`src/rtl/mc_control_unit.sv`:
```
// Multicycle control FSM: sequences fetch/decode/execute/writeback and drives datapath enables and mux selects.
// Optional macro COND_EXEC_EN enables condition-field predication; when undefined every instruction executes.
module mc_control_unit (
    input  logic       clk,
    input  logic       rst,
    input  logic [1:0] Op,
    input  logic [5:0] Funct,
    input  logic [3:0] Cond,
    input  logic [1:0] ZC,
    output logic       PCWrite,
    output logic       IRWrite,
    output logic       RegWrite,
    output logic       MemWrite,
    output logic       Fwrite,
    output logic       AdrSrc,
    output logic       ALUSrcA,
    output logic [1:0] ALUSrcB,
    output logic [1:0] ResultSrc,
    output logic [2:0] ALU_Control,
    output logic [3:0] State
);

    typedef enum logic [3:0] {
        FETCH  = 4'd0,
        DECODE = 4'd1,
        MEMADR = 4'd2,
        MEMRD  = 4'd3,
        MEMWB  = 4'd4,
        MEMWR  = 4'd5,
        EXECR  = 4'd6,
        EXECI  = 4'd7,
        ALUWB  = 4'd8,
        BRANCH = 4'd9
    } state_t;

    state_t     state, state_nxt;
    logic       cond_ex;
    logic [3:0] cmd;

    assign cmd   = Funct[4:1];
    assign State = state;

    function automatic logic [2:0] alu_dec(input logic [3:0] c);
        case (c)
            4'b0100: alu_dec = 3'b000;
            4'b0010: alu_dec = 3'b001;
            4'b1010: alu_dec = 3'b001;
            4'b0000: alu_dec = 3'b010;
            4'b1100: alu_dec = 3'b011;
            4'b0001: alu_dec = 3'b100;
            4'b1101: alu_dec = 3'b111;
            default: alu_dec = 3'b101;
        endcase
    endfunction

`ifdef COND_EXEC_EN
    always_comb begin
        case (Cond)
            4'b0000: cond_ex = ZC[0];
            4'b0001: cond_ex = ~ZC[0];
            4'b0010: cond_ex = ZC[1];
            4'b0011: cond_ex = ~ZC[1];
            4'b1110: cond_ex = 1'b1;
            default: cond_ex = 1'b0;
        endcase
    end
`else
    logic unused_cond;
    assign unused_cond = &{1'b0, Cond, ZC};
    assign cond_ex     = 1'b1;
`endif

    always_ff @(posedge clk or posedge rst) begin
        if (rst) state <= FETCH;
        else     state <= state_nxt;
    end

    always_comb begin
        state_nxt   = FETCH;
        PCWrite     = 1'b0;
        IRWrite     = 1'b0;
        RegWrite    = 1'b0;
        MemWrite    = 1'b0;
        Fwrite      = 1'b0;
        AdrSrc      = 1'b0;
        ALUSrcA     = 1'b0;
        ALUSrcB     = 2'b00;
        ResultSrc   = 2'b00;
        ALU_Control = 3'b000;
        case (state)
            FETCH: begin
                IRWrite   = 1'b1;
                PCWrite   = 1'b1;
                ALUSrcA   = 1'b1;
                ALUSrcB   = 2'b10;
                ResultSrc = 2'b10;
                state_nxt = DECODE;
            end
            DECODE: begin
                ALUSrcA   = 1'b1;
                ALUSrcB   = 2'b10;
                ResultSrc = 2'b10;
                case (Op)
                    2'b01:   state_nxt = MEMADR;
                    2'b00:   state_nxt = Funct[5] ? EXECI : EXECR;
                    2'b10:   state_nxt = BRANCH;
                    default: state_nxt = FETCH;
                endcase
            end
            MEMADR: begin
                ALUSrcB   = 2'b01;
                state_nxt = Funct[0] ? MEMRD : MEMWR;
            end
            MEMRD: begin
                AdrSrc    = 1'b1;
                state_nxt = MEMWB;
            end
            MEMWB: begin
                ResultSrc = 2'b01;
                RegWrite  = cond_ex;
            end
            MEMWR: begin
                AdrSrc    = 1'b1;
                MemWrite  = cond_ex;
            end
            EXECR, EXECI: begin
                ALUSrcB     = (state == EXECI) ? 2'b01 : 2'b00;
                ALU_Control = alu_dec(cmd);
                // Flags latch on the edge leaving EXEC, ahead of writeback.
                Fwrite      = Funct[0] & cond_ex;
                state_nxt   = ALUWB;
            end
            ALUWB: begin
                RegWrite = cond_ex & (cmd != 4'b1010);
            end
            BRANCH: begin
                ALUSrcB   = 2'b10;
                ResultSrc = 2'b10;
                PCWrite   = cond_ex;
            end
            default: state_nxt = FETCH;
        endcase
        // Writes are suppressed for the whole time reset is held.
        if (rst) begin
            PCWrite  = 1'b0;
            IRWrite  = 1'b0;
            RegWrite = 1'b0;
            MemWrite = 1'b0;
            Fwrite   = 1'b0;
        end
    end

endmodule

```
`config.mk`:
```
export PLATFORM = sky130hd
export DESIGN_NAME = mc_control_unit
export DESIGN_NICKNAME = d
export VERILOG_FILES = /design/src/rtl/mc_control_unit.sv
export SDC_FILE = /design/constraint.sdc
export NUM_CORES = 1
export LEC_CHECK = 0
export ABC_AREA = 1
export CAP_MARGIN = 20
export CORE_UTILIZATION = 29
export CTS_BUF_LIST = sky130_fd_sc_hd__clkbuf_8
export DETAILED_ROUTE_END_ITERATION = 8
export PLACE_DENSITY = 0.76
export RECOVER_POWER = 25
export SYNTH_ARGS = -nofsm -noshare
export SYNTH_HDL_FRONTEND = slang
export SYNTH_SLANG_ARGS = --single-unit
```
`constraint.sdc`:
```
create_clock -name clk -period 1 [get_ports clk]
set_input_delay 0.1 -clock clk [delete_from_list [all_inputs] [get_ports clk]]
set_output_delay 0.1 -clock clk [all_outputs]
set_load 0.005 [all_outputs]
```
==> flow_summary.ini <==
[flow_run]
drv_cap = 0

[final_layout]
multi_input_area_um2 = 354.1
nNetsFinal = 143
areaGrowthSynthToFinish_pct = 158.7
seqCellArea_um2 = 100.1
num-fill-cells = 87
drive_above_1_share = 0.6960
post-route-util = 0.8135
num_antenna_cells = 0
largest_reg_flops = 4

[setup_path]
crit_cells = 7
cpPeakStageDelay_ns = 0.39
crit_top_cell = nand2_1
cp_top_family = flip-flops
reg2reg_from = State[1]$_DFF_PP0_
worst-path-buf-inv = 3
crit_path_start = State[2]$_DFF_PP0_
worst_path_max_delay_cell = dfrtp_1
endpoint_kind = output pin
startpoint_type = flop
ff2ff_path_depth = 7
cp_max_fo = 2
critPathRequiredTime_ns = 0.90
critPathKind = reg -> out
cp_data_arrival_time_ns = 1.34
crit_path_cell_trace = inv_2, buf_6, nand2_1, nor2_1, nand2_1, a21oi_1, buf_2

[route]
vias = 690
avgRoutedWirePerCell_um = 15.81
antenna_left = 0
drt_iter0_drc = 11
vias_per_cell = 4.929
first_pass_iters = 4
wl_um = 2214
post-route-drc-count = 0

[placement]
place.gp.congestion = 0.7652
place_hpwl_um = 1107
numPortBuffers = 27
place_ws_ns = -0.6996

[timing]
finalCritPeriodShare = 1.442
rsz0062_at_grt = yes
slew_viol_final = 0
finalSetupTns_ns = -5.620
setup_slack_ns = -0.4424
fmax_ghz = 0.6933
finalHoldViolCount = 0
slew_headroom = 0.7868
period_needed_ns = 1.442
finClkSkew_ns = 0.0004435
setup_violations = 21
worst_pin_slew_ns = 0.3187

[cts]
cts_tree = yes
root_buffer = clkbuf_8
cts_buffer_depth = 2
cts.sinks = 4
htreeDepth = 1
numCtsBuffers = 3
cts.clk_slew.worst_paths_ns = 0.03
clock_latency_ns = 0.22

[logic_synthesis]
synth_top_cells_by_count = 14 x nand2_1, 11 x inv_1, 6 x nor2_1
synth_cells = 66
ys.flop_type = dfrtp_1
syn-num-nets = 82
synth-async-reset-ratio = 1.000
avgSynthCellArea_um2 = 6.199
synth.top_cell.area_share = 0.2446
yosys.area.top_type = dfrtp_1
yosysMostFrequentCell = nand2_1
yosysWarnings = 0
synthTopCellsByArea = dfrtp_1 24%, nand2_1 13%, inv_1 10%
yosysSeqAreaShare = 0.2446
synth_edf_count = 0
synth_area_um2 = 409.1
synth-seq-cells = 4
synth_cell_types = 18

[floorplan]
initial_utilization = 0.3144
die_w_um = 39.56
core_area_um2 = 1301
die_area_um2 = 1565
rows = 13
ios = 34
fp.dieH_um = 39.56

[grt]
overflow = 0
grt.total_usage = 0.3051
antenna_found_initial = 0
grt_pass1_vias = 679
grt_pass1_wl_um = 3036
grt_max_degree = 7

[pwr]
total_power_mw = 3.286
power.leakage_nw = 0.5645
ir_drop_uv = 2100
powerDensity_nw_per_um2 = 3105

[run_status]
status = finished, violations left
violations = negative setup slack

[min_path]
hold_path_class = in -> async
-- layout make-up --
type	instances	share of cell area
sequential	4	0.09456
clock buffer	3	0.03901
tap	15	0.01773
timing repair buffer	56	0.4504
inverter	16	0.06383
multi-input combinational	46	0.3345
-- final timing paths --
path                            slack (ns)            endpoint
worst min-delay path                  0.44  State[0]$_DFF_PP0_
max in group asynchronous             0.42  State[3]$_DFF_PP0_
min in group clk                      0.48  State[2]$_DFF_PP0_
worst min register to register        0.80  State[0]$_DFF_PP0_
worst max-delay path                 -0.44            RegWrite
worst max register to register       -0.21  State[2]$_DFF_PP0_
-- power by group --
group | internal, mW | switching (mW)
sequential | 0.230 | 0.0736
combinational | 1.37 | 1.26
clock | 0.258 | 0.100
-- layer usage --
layer	track usage	wire (um)
met2	0.5451	1218
met4	0.1983	53
met1	0.2969	809
met3	0.09091	134
met5	0	0
-- worst min-delay path: stages --
cell and delay, ns:
clkdlybuf4s50_1 0.57, buf_4 0.21, inv_1 0.12
-- cell families after synthesis --
group,after synthesis,share of synthesized area
AOI/OAI and AO/OA,15,0.2294
buffers and inverters,16,0.1468
DFF,4,0.2447
and+or+nand+nor,31,0.3792
-- placed cells by master (no fill, tap or decap), drive strengths merged --
master and n:
dlygate4sd2 2, dfrtp 4, o21ai 8, o31ai 1, nor2 8, nor3 2
nand2 19, nand3 1, clkbuf 3, a21oi 5, buf 47, clkdlybuf4s50 7
or2 1, inv 16, o22ai 1
-- per-stage QoR --
step | area [um^2] | hold WS, ns | cells
2_1_floorplan | 409.1 | -0.1339 | 66
6_report | 1059 | 0.4363 | 140
5_1_grt | 1059 | 0.4320 | 140
3_3_place_gp | 818.3 | 0.6175 | 124
3_5_place_dp | 818.3 | 0.6429 | 124
4_1_cts | 996.0 | 0.4120 | 140
-- what timing repair did --
item,in CTS,in global routing
buffers inserted,15,4
endpoints found under the hold margin,0,0
gates resized for setup,112,19
pin swaps,13,5
endpoints found under the setup margin,22,21
hold buffers,0,0
Power figures use the tool's default switching activity.
